File: config.mk
export PLATFORM = sky130hd
export DESIGN_NAME = ponto_fixo_acc_8
export DESIGN_NICKNAME = d
export VERILOG_FILES = /design/src/rtl/ponto_fixo_acc_8.sv
export SDC_FILE = /design/constraint.sdc
export NUM_CORES = 1
export LEC_CHECK = 0
export BUFFER_PORTS_ARGS = -buffer_cell sky130_fd_sc_hd__buf_4
export CORE_MARGIN = 5
export CORE_UTILIZATION = 50
export CTS_BUF_LIST = sky130_fd_sc_hd__clkbuf_16
export DETAILED_ROUTE_END_ITERATION = 7
export PLACE_DENSITY_LB_ADDON = 0.3
export SLEW_MARGIN = 10
export SYNTH_ARGS = -nofsm -noshare
export SYNTH_HDL_FRONTEND = slang
export SYNTH_SLANG_ARGS = --single-unit
File: constraint.sdc
create_clock -name clk -period 3.5 [get_ports clk]
set_input_delay 0.7 -clock clk [delete_from_list [all_inputs] [get_ports clk]]
set_output_delay 0.7 -clock clk [all_outputs]
set_load 0.01 [all_outputs]
File: src/rtl/ponto_fixo_acc_8.sv
// Streaming Q4.4 accumulator: sums N_SAMPLES upstream add/sub results, counts their
// overflow flags and hands the total downstream through a valid/ready pair.
module ponto_fixo_acc_8 #(
    parameter int N_SAMPLES = 8,
    parameter bit SAT       = 1'b1
) (
    input  logic       clk,
    input  logic       rst,
    input  logic       start,
    input  logic [7:0] in_data,
    input  logic       in_ovf,
    input  logic       in_valid,
    output logic       in_ready,
    output logic [7:0] acc_out,
    output logic       out_valid,
    input  logic       out_ready,
    output logic       sat_flag,
    output logic [7:0] ovf_count,
    output logic       busy
);
    typedef enum logic [1:0] {IDLE, ACCUM, DONE} state_t;

    localparam logic [7:0] LAST = 8'(N_SAMPLES - 1);

    state_t     state_q, state_d;
    logic [7:0] acc_q, acc_d;
    logic [7:0] ovf_q, ovf_d;
    logic [7:0] cnt_q, cnt_d;
    logic       sat_q, sat_d;
    logic       in_ready_q, in_ready_d;
    logic       out_valid_q, out_valid_d;
    logic [8:0] sum;
    logic       xfer;

    assign sum  = {1'b0, acc_q} + {1'b0, in_data};
    assign xfer = in_valid & in_ready_q;

    always_comb begin
        state_d = state_q;
        acc_d   = acc_q;
        ovf_d   = ovf_q;
        cnt_d   = cnt_q;
        sat_d   = sat_q;
        case (state_q)
            IDLE: begin
                if (start) begin
                    acc_d   = 8'h00;
                    ovf_d   = 8'h00;
                    cnt_d   = 8'h00;
                    sat_d   = 1'b0;
                    state_d = ACCUM;
                end
            end
            ACCUM: begin
                if (xfer) begin
                    // Carry out of bit 7 marks the block; SAT pins the total at full scale.
                    if (sum[8]) begin
                        sat_d = 1'b1;
                        acc_d = SAT ? 8'hFF : sum[7:0];
                    end else begin
                        acc_d = sum[7:0];
                    end
                    if (in_ovf && ovf_q != 8'hFF) ovf_d = ovf_q + 8'd1;
                    cnt_d = cnt_q + 8'd1;
                    if (cnt_q == LAST) state_d = DONE;
                end
            end
            DONE: begin
                if (out_ready) state_d = IDLE;
            end
            default: state_d = IDLE;
        endcase
        // Handshake outputs are registered from the next state so they track it exactly.
        in_ready_d  = (state_d == ACCUM);
        out_valid_d = (state_d == DONE);
    end

    always_ff @(posedge clk) begin
        if (rst) begin
            state_q     <= IDLE;
            acc_q       <= 8'h00;
            ovf_q       <= 8'h00;
            cnt_q       <= 8'h00;
            sat_q       <= 1'b0;
            in_ready_q  <= 1'b0;
            out_valid_q <= 1'b0;
        end else begin
            state_q     <= state_d;
            acc_q       <= acc_d;
            ovf_q       <= ovf_d;
            cnt_q       <= cnt_d;
            sat_q       <= sat_d;
            in_ready_q  <= in_ready_d;
            out_valid_q <= out_valid_d;
        end
    end

    assign in_ready  = in_ready_q;
    assign out_valid = out_valid_q;
    assign acc_out   = acc_q;
    assign sat_flag  = sat_q;
    assign ovf_count = ovf_q;
    assign busy      = (state_q != IDLE);
endmodule

==> impl_metrics.py, run 1 <==
metrics = {
    "outcome": {
        "outcome": "complete, no violations",
    },
    "route": {
        "wl_met2_um": 1640,
        "wl_met3_um": 260,
        "met1_length_um": 1760,
        "finalWirelength_um": 3680,
        "highest_layer": "met4",
        "firstDrtPassIters": 4,
        "ant_nets": 0,
        "drtIter0Drc": 129,
        "vias_per_cell": 5.50,
        "route.detailed.wl_per_inst_um": 13.7,
        "drc": 0,
        "vias": 1475,
    },
    "timing": {
        "rsz0062_at_grt": "false",
        "finalSetupTns_ns": 0,
        "layout_min_cycle_time_ns": 2.42,
        "fmax_ghz": 0.412,
        "max_slew_margin_pct": 59.2,
        "worstMarginPinSlew_ns": 0.606,
        "finalHoldViolCount": 0,
        "final_max_slew_viol_count": 0,
        "setup_violations": 0,
        "fin_worst_skew_ns": 0.00650,
        "final.period_utilization_pct": 69.3,
    },
    "clocking": {
        "clockRootBuffer": "clkbuf_16",
        "post_cts_buffers": 0,
        "clkTransAtPathRegs_ns": 0.05,
        "tritoncts": "yes",
        "cts_buffers": 5,
        "insertion_delay_ns": 0.27,
        "cts_hold_buf": 0,
        "post_cts_resized": 0,
        "cts_max_path_buffers": 2,
        "htreeDepth": 2,
        "cts_sinks": 29,
    },
    "floorplanning": {
        "num_io_pins": 34,
        "die-area_um2": 4510,
        "fp.dieH_um": 67.2,
        "start_util_pct": 52.7,
        "core_area_um2": 3100,
        "rows": 20,
        "die_w_um": 67.2,
    },
    "logic_synthesis": {
        "synth_nets": 216,
        "synth_top_cell_area_share_pct": 35.5,
        "dominantRegCellSynth": "dfxtp_1",
        "ys_warn_count": 0,
        "synth-async-reset-ratio_pct": 0,
        "synth-edff-count": 0,
        "synthTopCellsByArea": "dfxtp_1, ha_1, a21oi_1",
        "syn_inst": 191,
        "synth.distinct_cells": 50,
        "synth.avg_cell_area_um2": 8.56,
        "yosys_register_bits": 29,
        "ys_seq_area_share_pct": 35.5,
        "syn_area_um2": 1630,
        "yosysTopAreaCell": "dfxtp_1",
    },
    "grt": {
        "grt_overflow_total": 0,
        "grt_start_max_net_pins": 21,
        "grt_pass1_wl_um": 6310,
        "grt_usage_pct": 18.3,
        "grt_pass1_vias": 1414,
        "antenna_found_initial": 0,
    },
    "placed_design": {
        "placed_area_um2": 1890,
        "io_buffers": 33,
        "gp_congestion": 0.879,
        "dp.final_hpwl_um": 2630,
    },
    "layout": {
        "syn_to_final_growth_pct": 25.9,
        "finalInstanceArea_um2": 2060,
        "diodes": 0,
        "final_nets": 248,
        "drive_gt1_share_pct": 21.9,
    },
    "worst_setup_path": {
        "worstSetupPathType": "input port to flip-flop",
        "cp.arrival_ns": 2.61,
        "cp.required_ns": 3.69,
        "start_kind": "input port",
        "critPathCaptureType": "flip-flop",
        "crit_fanout": 5,
    },
    "pwr": {
        "power_density_nw_per_um2": 433,
        "ir_drop_v": 0.000350,
        "p_leak_nw": 0.892,
    },
    "worst_hold_path": {
        "hold_path.class": "flip-flop to flip-flop",
    },
    "run": {
        "max-cap-violations": 0,
    },
}
## power breakdown
group	switching [mW]	internal [mW]
registers	0.00397	0.335
clock network	0.141	0.329
logic	0.0453	0.0369
## final cells by class
cell class	count	area, um^2
multi-input cells	152	1000
clock buffers	5	125
inverters	1	3.75
well taps	44	55.1
fillers	281	1050
flip-flops and latches	29	581
repair buffers	34	255
clock inverters	3	37.5
## stage by stage
step / total power, mW / instances / utilization, % / hold WS, ns / setup slack (ns)
2_1_floorplan: 0.401 / 191 / - / 0.449 / 1.04
3_3_place_gp: 0.426 / 260 / 61.0 / 0.462 / 0.876
3_5_place_dp: 0.427 / 260 / 61.0 / 0.468 / 0.771
4_1_cts: 0.901 / 268 / 66.3 / 0.474 / 1.07
5_1_grt: 0.927 / 268 / 66.3 / 0.508 / 0.940
6_report: 0.891 / 268 / 66.3 / 0.472 / 1.08
## critical path: stages
cell	delay [ns]
buf_4	0.11
ha_1	0.23
fa_1	0.42
a21o_1	0.23
a21oi_4	0.21
nor2b_1	0.06
or4_1	0.40
a311oi_1	0.25
## layout by cell type (no fill, tap or decap), drive strengths merged, types with 2 or more instances in the layout
master / Yosys / final
nand4b: 2 / 2
nand2b: 3 / 3
dfxtp: 29 / 29
a21o: 5 / 5
o31ai: 2 / 2
nand4: 4 / 4
nor3: 7 / 7
a221oi: 2 / 2
ha: 10 / 10
a211oi: 5 / 5
a21oi: 16 / 16
and3: 2 / 2
or3: 2 / 2
o21ai: 11 / 11
buf: 7 / 34
nor2: 19 / 19
mux2i: 2 / 2
nand2: 20 / 20
xor2: 6 / 6
xnor2: 3 / 3
inv: 1 / 2
clkbuf: 2 / 5
nand3: 11 / 11
nor2b: 3 / 3
## per-layer routing
metal / up-vias / track usage [%]
met5: - / 0
met1: 674 / 23.7
li1: 755 / -
met4: 0 / 5.82
met3: 6 / 6.99
met2: 40 / 28.0
## registers in the layout (all words and copies together), names as in the netlist
| signal | flops |
|---|---|
| sat_flag | 1 |
| out_valid | 1 |
| state_q | 2 |
| acc_out | 8 |
| cnt_q | 8 |
| in_ready | 1 |
| ovf_count | 8 |
## cell usage after synthesis, drive strengths merged, types with 3 or more instances
cell / instances
nand4: 4
ha: 10
a21oi: 16
nand2b: 3
dfxtp: 29
a211oi: 5
nand2: 20
nor2b: 3
nor3: 7
xnor2: 3
a21o: 5
nor2: 19
xor2: 6
nand3: 11
o21ai: 11
buf: 7
## cells by family after synthesis
kind of cell / after synthesis / synth area share [%]
compound gates: 50 / 21.4
xor+xnor: 9 / 4.82
fa+ha+maj: 11 / 8.88
buf+inv: 10 / 3.29
flops: 29 / 35.5
mux: 2 / 1.23
simple gates: 80 / 24.9
## final timing paths
check                                from                 endpoint  slack [ns]  cells after the start
setup / recovery               in_data[0]  acc_out[6]$_SDFFE_PP0P_        1.08                      8
setup reg to reg  acc_out[0]$_SDFFE_PP0P_  acc_out[6]$_SDFFE_PP0P_        1.29                      7
hold / removal      cnt_q[1]$_SDFFE_PP0P_    cnt_q[1]$_SDFFE_PP0P_        0.47                      2
hold reg to reg     cnt_q[1]$_SDFFE_PP0P_    cnt_q[1]$_SDFFE_PP0P_        0.47                      2
No activity file was read; power rests on OpenSTA's default activity.
==> inputs of run 2 (changes only) <==
CORE_UTILIZATION = 49   (was 50)
clock period = 2.1 ns   (was 3.5 ns; I/O delays follow)
==> impl_metrics.py, run 2 (synthesis results as in run 1) <==
metrics = {
    "placed_design": {
        "io_buffers": 33,
        "dp.final_hpwl_um": 2780,
        "gp_congestion": 0.874,
        "detailedPlace.worstSlack_ns": -0.154,
    },
    "route": {
        "drc": 0,
        "route.detailed.wl_per_inst_um": 13.2,
        "firstDrtPassIters": 4,
        "ant_nets": 0,
        "vias": 1525,
        "finalWirelength_um": 3780,
        "drtIter0Drc": 80,
        "vias_per_cell": 5.33,
    },
    "worst_setup_path": {
        "start_kind": "flip-flop",
        "critPathCaptureType": "flip-flop",
        "cp.required_ns": 2.28,
        "cp.arrival_ns": 2.21,
        "crit_fanout": 4,
        "worstSetupPathType": "flip-flop to flip-flop",
    },
    "pwr": {
        "ir_drop_v": 0.000426,
        "power_density_nw_per_um2": 680,
        "power_mw": 1.49,
        "p_leak_nw": 0.968,
    },
    "floorplanning": {
        "die_w_um": 67.7,
        "core_area_um2": 3280,
        "num_io_pins": 34,
        "rows": 21,
        "die-area_um2": 4590,
        "fp.dieH_um": 67.7,
        "start_util_pct": 49.8,
    },
    "clocking": {
        "post_cts_buffers": 0,
        "insertion_delay_ns": 0.27,
        "post_cts_resized": 0,
        "cts_sinks": 29,
        "cts_buffers": 5,
        "clkTransAtPathRegs_ns": 0.05,
        "tritoncts": "yes",
        "clockRootBuffer": "clkbuf_16",
        "cts_max_path_buffers": 2,
        "htreeDepth": 2,
        "cts_hold_buf": 0,
    },
    "grt": {
        "grt_usage_pct": 18.9,
        "antenna_found_initial": 0,
        "grt_overflow_total": 0,
        "grt_use_met1_pct": 24.1,
        "grt_pass1_vias": 1534,
        "grt_start_max_net_pins": 21,
        "grt_pass1_wl_um": 6560,
        "use_met2_pct": 30.5,
        "grt_busiest_layer": "met2",
        "grt_use_met3_pct": 5.49,
    },
    "layout": {
        "multiInputGateArea_um2": 1010,
        "final_nets": 264,
        "final_common_cell": "buf_4",
        "diodes": 0,
        "mostFrequentLayoutCells": "buf_4, dfxtp_1, nand2_1",
        "drive_gt1_share_pct": 28.3,
        "n_fill_cell": 270,
        "syn_to_final_growth_pct": 34.4,
        "seq_area_um2": 582,
    },
    "timing": {
        "fin_worst_skew_ns": 0.00479,
        "setup_violations": 0,
        "worstMarginPinSlew_ns": 0.376,
        "final.period_utilization_pct": 96.6,
        "setup_ws_ns": 0.0709,
        "max_slew_margin_pct": 74.7,
        "layout_min_cycle_time_ns": 2.03,
        "finalHoldViolCount": 0,
        "final_max_slew_viol_count": 0,
        "rsz0062_at_grt": "true",
        "fmax_ghz": 0.493,
    },
    "worst_hold_path": {
        "hold_path.class": "input port to flip-flop",
    },
    "run": {
        "max-cap-violations": 0,
    },
    "outcome": {
        "outcome": "complete, no violations",
    },
}
run 2: cell count changes in the layout (fill, tap and decap cells not counted), sizes merged:
cell  before  now
buf       34   50
run 2: path summary, 6_finish.rpt:
| check | cells after the start | to | startpoint | slack (ns) |
|---|---|---|---|---|
| setup / recovery | 7 | acc_out[6]$_SDFFE_PP0P_ | acc_out[0]$_SDFFE_PP0P_ | 0.07 |
| hold / removal | 2 | ovf_count[1]$_SDFFE_PP0P_ | rst | 0.47 |
| setup reg to reg | 7 | acc_out[6]$_SDFFE_PP0P_ | acc_out[0]$_SDFFE_PP0P_ | 0.07 |
| hold reg to reg | 2 | cnt_q[1]$_SDFFE_PP0P_ | cnt_q[1]$_SDFFE_PP0P_ | 0.48 |
run 2: through the flow:
stage | setup TNS, ns | cell area, um^2 | utilization [%] | instances | hold WS, ns
after floorplan | 0 | 1640 | - | 191 | 0.449
after global placement | -0.255 | 2020 | 61.5 | 278 | 0.464
after detailed placement | -0.522 | 2020 | 61.5 | 278 | 0.473
after CTS | 0 | 2180 | 66.4 | 286 | 0.460
after global routing | -0.0530 | 2200 | 66.9 | 286 | 0.490
final | 0 | 2200 | 66.9 | 286 | 0.466
run 2: routing by layer:
metal | share of wire [%] | up-vias
met5 | 0 | -
met4 | 1.3 | 0
met3 | 4.3 | 6
met2 | 47 | 26
met1 | 47 | 704
li1 | - | 789
run 2: critical path, stage by stage, from the launching register on:
cell and delay (ns):
dfxtp_2 0.33, ha_4 0.16, fa_2 0.34, a21o_1 0.19, a21oi_4 0.20, nor2b_1 0.06
or4_1 0.39, a311oi_1 0.27
run 2: power breakdown:
group | internal, mW | switching (mW) | total (mW)
Combinational | 0.0764 | 0.0803 | 0.157
Sequential | 0.559 | 0.00698 | 0.566
Clock | 0.548 | 0.223 | 0.771
Total | 1.18 | 0.310 | 1.49
run 2: final cells by class:
cell class              count  share of cell area [%]
clock buffers               5                    5.70
repair buffers             50                    17.1
flip-flops and latches     29                    26.5
multi-input cells         152                    46.2
clock inverters             3                    1.71
well taps                  46                    2.62
inverters                   1                   0.171
==> inputs of run 3 (changes only) <==
BUFFER_PORTS_ARGS = unset   (was -buffer_cell sky130_fd_sc_hd__buf_4)
CORE_UTILIZATION = 50   (was 49)
DONT_BUFFER_PORTS = 1   (was unset)
REMOVE_ABC_BUFFERS = 1   (was unset)
SKIP_CTS_REPAIR_TIMING = 1   (was unset)
==> impl_metrics.py, run 3 (synthesis results as in run 1) <==
metrics = {
    "worst_setup_path": {
        "critPathCaptureType": "flip-flop",
        "max_stage_delay_ns": 0.39,
        "cp.required_ns": 2.28,
        "start_kind": "flip-flop",
        "worstSetupPathType": "flip-flop to flip-flop",
        "cp.arrival_ns": 2.16,
        "crit_fanout": 3,
        "crit_family": "compound AO/OA/AOI/OAI gates",
        "critical-path-slowest-cell": "or4_1",
        "critPathBufInv": 0,
        "path_cells": "ha_2 > fa_2 > a21o_1 > a21oi_4 > nor2b_1 > or4_1 > a311oi_1",
    },
    "placed_design": {
        "dp.cells": 238,
        "io_buffers": 0,
        "placed_area_um2": 1730,
        "dp.final_hpwl_um": 2690,
        "gp_congestion": 0.922,
    },
    "pwr": {
        "ir_drop_v": 0.000432,
        "seqPwrFrac_pct": 43.4,
        "p_clk_share_pct": 48.3,
        "p_leak_nw": 0.764,
        "power_density_nw_per_um2": 698,
        "p_switching_uw": 284,
        "p_comb_share_pct": 8.3,
        "internal-power_mw": 1.02,
        "swShare_pct": 21.7,
    },
    "floorplanning": {
        "die_w_um": 67.2,
        "die-area_um2": 4510,
        "fp.dieH_um": 67.2,
        "core_area_um2": 3100,
        "start_util_pct": 52.7,
        "num_io_pins": 34,
        "rows": 20,
    },
    "timing": {
        "max_slew_margin_pct": 70.1,
        "finalHoldViolCount": 0,
        "whs_ns": 0.221,
        "fmax_ghz": 0.503,
        "rsz0062_at_grt": "false",
        "final.period_utilization_pct": 94.6,
        "setup_violations": 0,
        "layout_min_cycle_time_ns": 1.99,
        "final_max_slew_viol_count": 0,
        "fin_worst_skew_ns": 0.00435,
        "worstMarginPinSlew_ns": 0.446,
    },
    "layout": {
        "final_cells": 246,
        "mostFrequentLayoutCells": "dfxtp_1, nand2_1, nor2_1",
        "syn_to_final_growth_pct": 14.7,
        "finalInstanceArea_um2": 1870,
        "drive_gt1_share_pct": 14.4,
        "diodes": 0,
        "final_common_cell": "dfxtp_1",
        "final_nets": 227,
    },
    "route": {
        "vias": 1449,
        "vias_per_cell": 5.89,
        "firstDrtPassIters": 4,
        "drtIter0Drc": 78,
        "ant_nets": 0,
        "route.detailed.wl_per_inst_um": 14.9,
        "drc": 0,
        "finalWirelength_um": 3660,
    },
    "grt": {
        "grt_pass1_wl_um": 6290,
        "grt_overflow_total": 0,
        "antenna_found_initial": 0,
        "grt_start_max_net_pins": 21,
        "grt_usage_pct": 17.8,
        "grt_pass1_vias": 1453,
    },
    "clocking": {
        "clkTransAtPathRegs_ns": 0.05,
        "insertion_delay_ns": 0.27,
        "cts_sinks": 29,
        "htreeDepth": 2,
        "tritoncts": "yes",
        "clockRootBuffer": "clkbuf_16",
        "cts_max_path_buffers": 2,
        "cts_buffers": 5,
    },
    "run": {
        "max-cap-violations": 0,
    },
    "outcome": {
        "outcome": "complete, no violations",
    },
    "worst_hold_path": {
        "hold_path.class": "input port to flip-flop",
    },
}
## run 3: final timing paths
path                                start                 endpoint  slack [ns]  cells past startpoint
setup / recovery  acc_out[0]$_SDFFE_PP0P_  acc_out[6]$_SDFFE_PP0P_        0.11                      7
hold / removal                        rst  acc_out[1]$_SDFFE_PP0P_        0.22                      1
setup reg to reg  acc_out[0]$_SDFFE_PP0P_  acc_out[6]$_SDFFE_PP0P_        0.11                      7
hold reg to reg     cnt_q[1]$_SDFFE_PP0P_    cnt_q[1]$_SDFFE_PP0P_        0.47                      2
## run 3: power by group through the flow
stage / registers, mW / logic (mW) / clock network, mW
final: 0.568 / 0.109 / 0.631
after CTS: 0.568 / 0.108 / 0.642
after floorplan: 0.577 / 0.0791 / 0
after global routing: 0.568 / 0.121 / 0.673
after detailed placement: 0.578 / 0.107 / 0
after global placement: 0.578 / 0.104 / 0
## run 3: worst register-to-register path: stages (launching register included)
cell	delay, ns
dfxtp_1	0.31
ha_2	0.18
fa_2	0.34
a21o_1	0.20
a21oi_4	0.16
nor2b_1	0.06
or4_1	0.39
a311oi_1	0.27
## run 3: metrics by stage
stage	TNS, ns	power [mW]	util, %	setup slack (ns)
floorplan	-0.0805	0.656	-	-0.0800
global placement	-0.0392	0.682	55.7	-0.0392
detailed placement	-0.387	0.685	55.7	-0.143
CTS	-0.0217	1.32	60.0	-0.0217
global route	0	1.36	60.4	0.0156
finish	0	1.31	60.4	0.113
## run 3: routing by layer
metal  vias up  track usage, %  share of wire, %
li1        714               -                 -
met4         0            6.84               1.5
met1       688            20.0                43
met2        41            31.0                50
met3         6            5.82               6.0
met5         -               0                 0
## run 3: final cells by class
class	count	area (um^2)
Multi-Input combinational cell	152	1000
Fill cell	299	1230
Clock inverter	2	7.51
Inverter	1	3.75
Clock buffer	5	125
Sequential cell	29	581
Tap cell	44	55.1
Timing Repair Buffer	13	97.6
